File: src/rtl/sseg_bcd_mux.sv
// sseg_bcd_mux: time-multiplexed 4-digit seven-segment driver for a
// common-anode display fed by a packed BCD word.
// - The input word and decimal points are latched once per scan frame, so a
//   frame never shows a mix of old and new digits.
// - Anode and segment outputs are registered and active-low.
// - Optional build macro SSEG_LEADING_ZERO_BLANK_EN enables suppression of
//   leading zeros (digits 3..1) based on the latched word. Without it all
//   four digits are always driven.
module sseg_bcd_mux #(
    parameter int REFRESH_POWER = 18
) (
    input  logic        clk,
    input  logic        reset,
    input  logic [15:0] digits,
    input  logic [3:0]  dp_en,
    input  logic        blank,
    output logic [3:0]  an,
    output logic [7:0]  sseg,
    output logic        frame_tick
);

    localparam logic [REFRESH_POWER-1:0] CNT_MAX  = {REFRESH_POWER{1'b1}};
    localparam logic [REFRESH_POWER-1:0] CNT_ZERO = {REFRESH_POWER{1'b0}};
    localparam logic [REFRESH_POWER-1:0] CNT_ONE  = {{(REFRESH_POWER-1){1'b0}}, 1'b1};

    // BCD nibble to active-low {g,f,e,d,c,b,a}; anything above 9 shows a dash.
    function automatic logic [6:0] enc7(input logic [3:0] d);
        logic [6:0] seg;
        case (d)
            4'd0:    seg = 7'h40;
            4'd1:    seg = 7'h79;
            4'd2:    seg = 7'h24;
            4'd3:    seg = 7'h30;
            4'd4:    seg = 7'h19;
            4'd5:    seg = 7'h12;
            4'd6:    seg = 7'h02;
            4'd7:    seg = 7'h78;
            4'd8:    seg = 7'h00;
            4'd9:    seg = 7'h10;
            default: seg = 7'h3F;
        endcase
        return seg;
    endfunction

    logic [REFRESH_POWER-1:0] cnt_r;
    logic [15:0]              snap_r;
    logic [3:0]               dp_snap_r;
    logic [1:0]               sel_s;
    logic [3:0]               digit_s;
    logic                     lit_s;
    logic [3:0]               an_s;
    logic [7:0]               sseg_s;
    logic                     frame_start_s;

    assign sel_s         = cnt_r[REFRESH_POWER-1:REFRESH_POWER-2];
    assign frame_start_s = (cnt_r == CNT_ZERO);

    // Refresh counter and per-frame snapshot of the digit word and decimal points.
    always_ff @(posedge clk) begin
        if (reset) begin
            cnt_r     <= CNT_ZERO;
            snap_r    <= 16'h0000;
            dp_snap_r <= 4'b0000;
        end else begin
            cnt_r <= cnt_r + CNT_ONE;
            if (cnt_r == CNT_MAX) begin
                snap_r    <= digits;
                dp_snap_r <= dp_en;
            end else begin
                snap_r    <= snap_r;
                dp_snap_r <= dp_snap_r;
            end
        end
    end

    // Pick the latched nibble belonging to the current scan slot.
    always_comb begin
        digit_s = 4'h0;
        case (sel_s)
            2'd0:    digit_s = snap_r[3:0];
            2'd1:    digit_s = snap_r[7:4];
            2'd2:    digit_s = snap_r[11:8];
            2'd3:    digit_s = snap_r[15:12];
            default: digit_s = 4'h0;
        endcase
    end

`ifdef SSEG_LEADING_ZERO_BLANK_EN
    logic [3:0] lz_mask_s;

    // Leading-zero chain: a digit is dark when it and every digit left of it are zero.
    always_comb begin
        lz_mask_s    = 4'b0000;
        lz_mask_s[3] = (snap_r[15:12] == 4'h0);
        lz_mask_s[2] = lz_mask_s[3] && (snap_r[11:8] == 4'h0);
        lz_mask_s[1] = lz_mask_s[2] && (snap_r[7:4] == 4'h0);
        lz_mask_s[0] = 1'b0;
        lit_s        = ~lz_mask_s[sel_s];
    end
`else
    assign lit_s = 1'b1;
`endif

    // Next anode/segment pattern; blanking (global or leading-zero) turns the slot dark.
    always_comb begin
        an_s   = 4'b1111;
        sseg_s = 8'hFF;
        if (blank || !lit_s) begin
            an_s   = 4'b1111;
            sseg_s = 8'hFF;
        end else begin
            an_s   = ~(4'b0001 << sel_s);
            sseg_s = {~dp_snap_r[sel_s], enc7(digit_s)};
        end
    end

    // Registered pin drivers and frame pulse (high while the counter sits at zero).
    always_ff @(posedge clk) begin
        if (reset) begin
            an         <= 4'b1111;
            sseg       <= 8'hFF;
            frame_tick <= 1'b0;
        end else begin
            an         <= an_s;
            sseg       <= sseg_s;
            frame_tick <= frame_start_s;
        end
    end

endmodule

File: config.mk
export PLATFORM = sky130hd
export DESIGN_NAME = sseg_bcd_mux
export DESIGN_NICKNAME = d
export VERILOG_FILES = /design/src/rtl/sseg_bcd_mux.sv
export SDC_FILE = /design/constraint.sdc
export NUM_CORES = 1
export LEC_CHECK = 0
export BUFFER_PORTS_ARGS = -buffer_cell sky130_fd_sc_hd__buf_4
export CORE_MARGIN = 2
export CORE_UTILIZATION = 30
export DETAILED_ROUTE_END_ITERATION = 10
export HOLD_SLACK_MARGIN = 0.08
export PLACE_DENSITY = 0.47
export SLEW_MARGIN = 30
export SYNTH_ARGS = -nofsm -noshare
export SYNTH_HDL_FRONTEND = slang
export SYNTH_SLANG_ARGS = --single-unit
File: constraint.sdc
create_clock -name clk -period 1.8 [get_ports clk]
set_input_delay 0.18 -clock clk [delete_from_list [all_inputs] [get_ports clk]]
set_output_delay 0.18 -clock clk [all_outputs]
set_load 0.05 [all_outputs]
==> impl_summary.log, run 1 <==
[metrics] result of the run: finished, final reports clean
[metrics] clock buffers created by TritonCTS: 5
[metrics] Overall Global Routing Usage: 0.139
[metrics] actual transition at the worst max-transition pin: ~0.5 ns
[metrics] area of the mapped netlist: ~2300 um2
[metrics] async set or reset register ratio after synthesis: 0
[metrics] wire length on met2: ~2800 um
[metrics] Final nets: between 300 and 400
[metrics] sum of met3 wire segment lengths after detailed routing: ~170 um
[metrics] Core Footprint: between 7000 and 8000 um2
[metrics] mean cell area of the mapped netlist: ~9 um2
[metrics] P per Cell Area: about 690 nW/um2
[metrics] Area Growth Syn to Fin: 24.8%
[metrics] final worst-path cycle share: 0.961
[metrics] H-Tree Depth: 2
[metrics] floorplan row count: 32
[metrics] root buffer cell: sky130_fd_sc_hd__clkbuf_8
[metrics] Overall Power: 2010 uW
[metrics] wire length of the first global-routing pass: 9450 um
[metrics] sequential cell area fraction in the yosys report: 0.441
[metrics] setup-violating endpoint count in the final report: 0
[metrics] final critical path time including I/O delays and setup: roughly 1.7 ns
[metrics] initial antenna violation count: 0
[metrics] clock transition at the register clock pins on the worst setup and hold paths after CTS: 0.10 ns
[metrics] count of flip-flops with a built-in enable after synthesis: 0
[metrics] CTS tree: done
[metrics] chip height: roughly 92 um
[metrics] FF-to-FF Start: cnt_r[16]
[metrics] maximum operating frequency: between 500 and 600 MHz
[metrics] critical path arrival: between 1.5 and 2 ns
[metrics] Gate Count Post-Synth: between 200 and 300
[metrics] final estimated routing congestion in global placement: about 0.85
[metrics] library cells used by synthesis: 40
[metrics] Via Count: just under 2000
[metrics] largest buffer count on any clock path: 2
[metrics] total clock sinks: between 50 and 60
[metrics] final worst clock skew: around 0.013 ns
[metrics] M1 WL: between 2000 and 3000 um
[metrics] Max Fanout on Critical Path: 5
[metrics] total die area: roughly 8400 um2
[metrics] routed via count divided by cell count: between 4 and 5
[metrics] effective utilization at floorplan: 0.304
[metrics] RSZ-0062 raised after global routing: yes
[metrics] maximum number of pins on one net before global-route repair: 42
[metrics] chip width: 91.8 um
[metrics] depth of the worst register-to-register path: 7
[metrics] static power due to leakage: 0.00101 uW
[metrics] Critical Path Start: cnt_r[16]
[metrics] fraction of layout cells with a size suffix above 1: 0.251
[metrics] kind of end point of the critical path: register
[metrics] register-to-register setup slack: around 0.070 ns
[metrics] starting DRC count in detailed routing: 84
[metrics] Max-slew headroom: 0.674
[metrics] worst hold slack across all endpoints: 0.129 ns
[metrics] First-pass DRT Iterations: 4
[metrics] DRC violations left: 0
[metrics] highest layer used for signal routing: met4
[metrics] number of antenna repair diodes: 0
[metrics] worst min-delay path startpoint: dp_en[3]
[metrics] most used cells in the layout excluding fill and tap cells: sky130_fd_sc_hd__dfxtp_1, sky130_fd_sc_hd__buf_4, sky130_fd_sc_hd__a21oi_1
[metrics] sort of element at the start of the critical path: register
[metrics] post-synthesis register bit count: 51
[metrics] number of global-route vias before repair: roughly 1900
[metrics] Boundary Pins: 36
[metrics] Worst R2R End: sseg[4]
[metrics] number of fillers in the final layout: around 810
[metrics] I/O Buffers: 35
[metrics] IR drop worst, VDD: between 0.3 and 0.4 mV
[metrics] number of warning messages in the yosys log: 0
[metrics] HP Class: in2reg
[metrics] final wirelength: ~5700 um
[metrics] estimated wirelength of the detail-placed design: a little under 4000 um
[metrics] instance count along the most critical hold path: 3
[metrics] sum of overflow across all layers after global routing: 0
[metrics] endpoints failing hold: 0
[metrics] insertion delay to the later sink of the worst-skew pair: slightly above 0.3 ns
[metrics] number of pins with negative max-slew slack in the final report: 0
[metrics] net count after synthesis: ~280
[metrics] Primary FF master, synth: sky130_fd_sc_hd__dfxtp_1
[metrics] # Max-Cap Violations: 0
[metrics] post-detailed-route count of antenna-violating nets: 0
[metrics] Worst EP required: approximately 2.0 ns
[metrics] Hold Crit Endpoint: dp_snap_r[3]
[metrics] worst setup path category: reg2reg
[metrics] Routed wire per std cell: around 14 um
==> cell usage after synthesis (all sizes together) (4+ instances only) <==
master	number	area, um2
o21ai	6	30.0
dfxtp	51	1020
nor2	18	70.1
ha	5	62.6
nand2	14	52.6
xnor2	7	61.3
a21oi	25	125
o31ai	22	165
mux4	5	120
clkbuf	17	63.8
nand3	10	50.1
nor4	5	31.3
nand4	24	156
inv	10	37.5
xor2	4	35.0
==> worst max path at each step <==
stage               cells after the start  endpoint
floorplan                               5   sseg[0]
global placement                        4   sseg[3]
detailed placement                      4   sseg[3]
CTS                                     4   sseg[3]
global route                            6   sseg[3]
finish                                  7   sseg[4]
==> registers in the layout, indices dropped and copies added, names as in the netlist <==
name and count:
dp_snap_r 4, frame_tick 1, sseg 8, an 4, cnt_r 18, snap_r 16
==> kinds of logic after synthesis <==
group	synth area share
DFF	0.441
buffers and inverters	0.0524
adders and majority gates	0.0270
and+or+nand+nor	0.223
AOI/OAI and AO/OA	0.163
muxes	0.0519
xor gates and xnor gates	0.0416
==> stage by stage <==
step                      setup slack (ns)  instances  cell area (um2)   util  setup TNS, ns
final                               0.0703        397             2890  0.380              0
after global routing               -0.0147        397             2890  0.380        -0.0150
after CTS                           0.0457        396             2870  0.377              0
after detailed placement            0.0141        387             2760  0.363              0
after global placement              0.0220        387             2760  0.363              0
after floorplan                     0.0328        253             2310      -              0
==> repair_timing <==
| action | in CTS | in global routing |
|---|---|---|
| hold buffers | 1 | 0 |
| hold endpoints to repair | 2 | 0 |
| endpoints found under the setup margin | 1 | 5 |
| pin swaps | 0 | 2 |
| resized for setup | 1 | 5 |
| buffers inserted | 0 | 1 |
==> where the power goes <==
part           switching (uW)  total [uW]  internal (uW)
combinational            80.4         141           61.0
clock                     395         709            315
sequential               11.5        1150           1140
total                     487        2010           1520
==> worst max-delay path: stages, from the launching register on <==
cell,delay [ns]
sky130_fd_sc_hd__dfxtp_4,0.39
sky130_fd_sc_hd__buf_6,0.09
sky130_fd_sc_hd__mux4_2,0.50
sky130_fd_sc_hd__buf_6,0.14
sky130_fd_sc_hd__buf_4,0.14
sky130_fd_sc_hd__nand2b_1,0.15
sky130_fd_sc_hd__o32ai_1,0.14
sky130_fd_sc_hd__nand2_1,0.08
==> per-layer routing <==
layer	global-route usage	up-vias
met1	0.179	929
met2	0.238	29
met4	0.0386	0
met5	0	-
met3	0.0296	7
li1	-	1016
==> area by class of cell <==
type / count / area (um2) / area share
clock buffer: 6 / 82.6 / 0.0286
clock inverter: 2 / 16.3 / 0.00563
inverter: 10 / 37.5 / 0.0130
multi-input combinational: 172 / 1170 / 0.406
sequential: 51 / 1020 / 0.355
tap: 102 / 128 / 0.0442
timing repair buffer: 54 / 428 / 0.148
Note: power is estimated with default switching activity, not from simulation.
==> inputs of run 2 (changes only) <==
--- a/config.mk
+++ b/config.mk
@@ -7,11 +7,12 @@
 export LEC_CHECK = 0
 export BUFFER_PORTS_ARGS = -buffer_cell sky130_fd_sc_hd__buf_4
 export CORE_MARGIN = 2
-export CORE_UTILIZATION = 30
+export CORE_UTILIZATION = 45
 export DETAILED_ROUTE_END_ITERATION = 10
 export HOLD_SLACK_MARGIN = 0.08
-export PLACE_DENSITY = 0.47
+export PLACE_DENSITY = 0.66
 export SLEW_MARGIN = 30
 export SYNTH_ARGS = -nofsm -noshare
 export SYNTH_HDL_FRONTEND = slang
 export SYNTH_SLANG_ARGS = --single-unit
+export TNS_END_PERCENT = 100
==> run 2 against run 1 <==
Compared with the run above: clock-buffer cell count unchanged; routed wire length down 13%; fmax barely moved; core utilization is 18 points higher; cell count down 9.3%; first-iteration DRC count rose by 61%; combinational power hardly changed; non-clock buffer count is 4 lower; sequential share of layout area is 0.75 points higher; critical endpoint is now sseg[3].
==> impl_summary.log, run 2 (synthesis results as in run 1) <==
[metrics] Boundary Pins: 36
[metrics] final estimated routing congestion in global placement: roughly 0.84
[metrics] final wirelength: 4970 um
[metrics] H-Tree Depth: 2
[metrics] critical path arrival: ~1.9 ns
[metrics] part of the power in the clock network: 0.372
[metrics] Overall Power: between 2000 and 2500 uW
[metrics] switching fraction of total power: 0.218
[metrics] Max Fanout on Critical Path: 5
[metrics] number of flip-flops in the largest register: 18
[metrics] worst setup path category: reg2reg
[metrics] largest buffer count on any clock path: 2
[metrics] IR drop worst, VDD: about 0.32 mV
[metrics] chip width: 75.7 um
[metrics] static power due to leakage: just under 0.001 uW
[metrics] endpoints failing hold: 0
[metrics] root buffer cell: sky130_fd_sc_hd__clkbuf_8
[metrics] Via Count: 1985
[metrics] P per Cell Area: about 730 nW/um2
[metrics] total clock sinks: 51
[metrics] FF-to-FF Start: cnt_r[16]
[metrics] final worst-path cycle share: 0.961
[metrics] # Max-Cap Violations: 0
[metrics] routed via count divided by cell count: ~5.5
[metrics] insertion delay to the later sink of the worst-skew pair: ~0.30 ns
[metrics] Critical Path Sink: sseg[3]
[metrics] Area Growth Syn to Fin: 21.9%
[metrics] Overall Global Routing Usage: 0.192
[metrics] Core Footprint: about 5000 um2
[metrics] maximum operating frequency: between 500 and 600 MHz
[metrics] total die area: roughly 5700 um2
[metrics] largest registers: cnt_r x18, snap_r x16, sseg x8
[metrics] depth of the worst register-to-register path: 5
[metrics] Worst EP required: just under 2 ns
[metrics] number of antenna repair diodes: 0
[metrics] fraction of layout cells with a size suffix above 1: 0.231
[metrics] Routed wire per std cell: ~14 um
[metrics] clock transition at the register clock pins on the worst setup and hold paths after CTS: approximately 0.09 ns
[metrics] area taken by multi-input logic gates: about 1200 um2
[metrics] largest register by flop count: cnt_r
[metrics] I/O Buffers: 35
[metrics] starting DRC count in detailed routing: between 100 and 150
[metrics] Max-slew headroom: 0.693
[metrics] RSZ-0062 raised after global routing: yes
[metrics] register cell area after layout: 1020 um2
[metrics] internal power of the cells: 1610 uW
[metrics] power dissipated by switching net loads: between 400 and 500 uW
[metrics] clock buffers created by TritonCTS: 5
[metrics] sum of overflow across all layers after global routing: 0
[metrics] initial antenna violation count: 0
[metrics] Worst R2R End: sseg[3]
[metrics] actual transition at the worst max-transition pin: about 0.46 ns
[metrics] kind of end point of the critical path: register
[metrics] number of fillers in the final layout: just under 500
[metrics] Seq pwr share: 0.560
[metrics] most common cell after layout, fill and taps aside: sky130_fd_sc_hd__dfxtp_1
[metrics] maximum number of pins on one net before global-route repair: between 40 and 50
[metrics] wire length of the first global-routing pass: around 8500 um
[metrics] Final nets: approximately 320
[metrics] First-pass DRT Iterations: 4
[metrics] effective utilization at floorplan: 0.459
[metrics] number of global-route vias before repair: around 1800
[metrics] most used cells in the layout excluding fill and tap cells: sky130_fd_sc_hd__dfxtp_1, sky130_fd_sc_hd__buf_4, sky130_fd_sc_hd__a21oi_1
[metrics] result of the run: finished, final reports clean
[metrics] floorplan row count: 26
[metrics] HP Class: in2reg
[metrics] setup-violating endpoint count in the final report: 0
[metrics] worst hold slack across all endpoints: 0.136 ns
[metrics] logic gate share of total power: 0.068
[metrics] post-detailed-route count of antenna-violating nets: 0
[metrics] final worst clock skew: roughly 0.0072 ns
[metrics] DRC violations left: 0
[metrics] final critical path time including I/O delays and setup: 1.73 ns
[metrics] Critical Path Start: cnt_r[16]
[metrics] number of setup buffers added after CTS: 0
[metrics] number of pins with negative max-slew slack in the final report: 0
[metrics] sort of element at the start of the critical path: register
[metrics] estimated wirelength of the detail-placed design: approximately 3300 um
[metrics] CTS tree: done
[metrics] chip height: 75.7 um
[metrics] register-to-register setup slack: 0.07 ns
## run 2: cell types whose count changed in the layout (fill, tap and decap cells not counted), sizes merged
cell / delta
buf: -4
bufinv: +1
clkinv: -1
clkinvlp: -1
## run 2: worst min path at each step
stage,start,endpoint,slack (ns),depth (start not counted)
after floorplan,blank,sseg[0],0.26,2
after global placement,blank,sseg[0],0.39,3
after detailed placement,blank,sseg[0],0.39,3
after CTS,dp_en[0],dp_snap_r[0],0.12,3
after global routing,digits[3],snap_r[3],0.13,3
final,digits[15],snap_r[15],0.14,3
## run 2: power by group through the flow
stage | sequential, uW | clock [uW] | combinational, uW
2_1_floorplan | 1220 | 0 | 34.3
3_3_place_gp | 1180 | 0 | 138
3_5_place_dp | 1180 | 0 | 139
4_1_cts | 1160 | 791 | 142
5_1_grt | 1160 | 835 | 151
6_report | 1150 | 768 | 140
## run 2: metal layers
layer / track usage / wire length, um
met1: 0.293 / 2590
met2: 0.270 / 2090
met3: 0.0410 / 224
met4: 0.0585 / 68
met5: 0 / 0
## run 2: what timing repair did
action                                  4_1_cts  5_1_grt
endpoints found under the setup margin        0        6
gates resized for setup                       0        2
endpoints found under the hold margin         2        0
hold buffers                                  1        0
## run 2: layout make-up
cell class | instances | share of cell area
sequential | 51 | 0.362
inverter | 10 | 0.0133
tap | 70 | 0.0310
clock buffer | 6 | 0.0257
clock inverter | 1 | 0.0106
timing repair buffer | 50 | 0.143
multi-input combinational | 172 | 0.414
## run 2: metrics by stage
step / utilization / area, um2 / setup WS, ns / cells / TNS [ns]
2_1_floorplan: - / 2310 / 0.0328 / 253 / 0
3_3_place_gp: 0.538 / 2710 / 0.0405 / 352 / 0
3_5_place_dp: 0.538 / 2710 / 0.0251 / 352 / 0
4_1_cts: 0.560 / 2820 / 0.00763 / 360 / 0
5_1_grt: 0.560 / 2820 / -0.0175 / 360 / -0.0175
6_report: 0.560 / 2820 / 0.0707 / 360 / 0
## run 2: worst max-delay path, stage by stage, from the launching register on
cell and delay, ns:
sky130_fd_sc_hd__dfxtp_2 0.37, sky130_fd_sc_hd__buf_4 0.12, sky130_fd_sc_hd__mux4_2 0.54, sky130_fd_sc_hd__and2_4 0.19, sky130_fd_sc_hd__a2111oi_4 0.33, sky130_fd_sc_hd__nand2_1 0.08
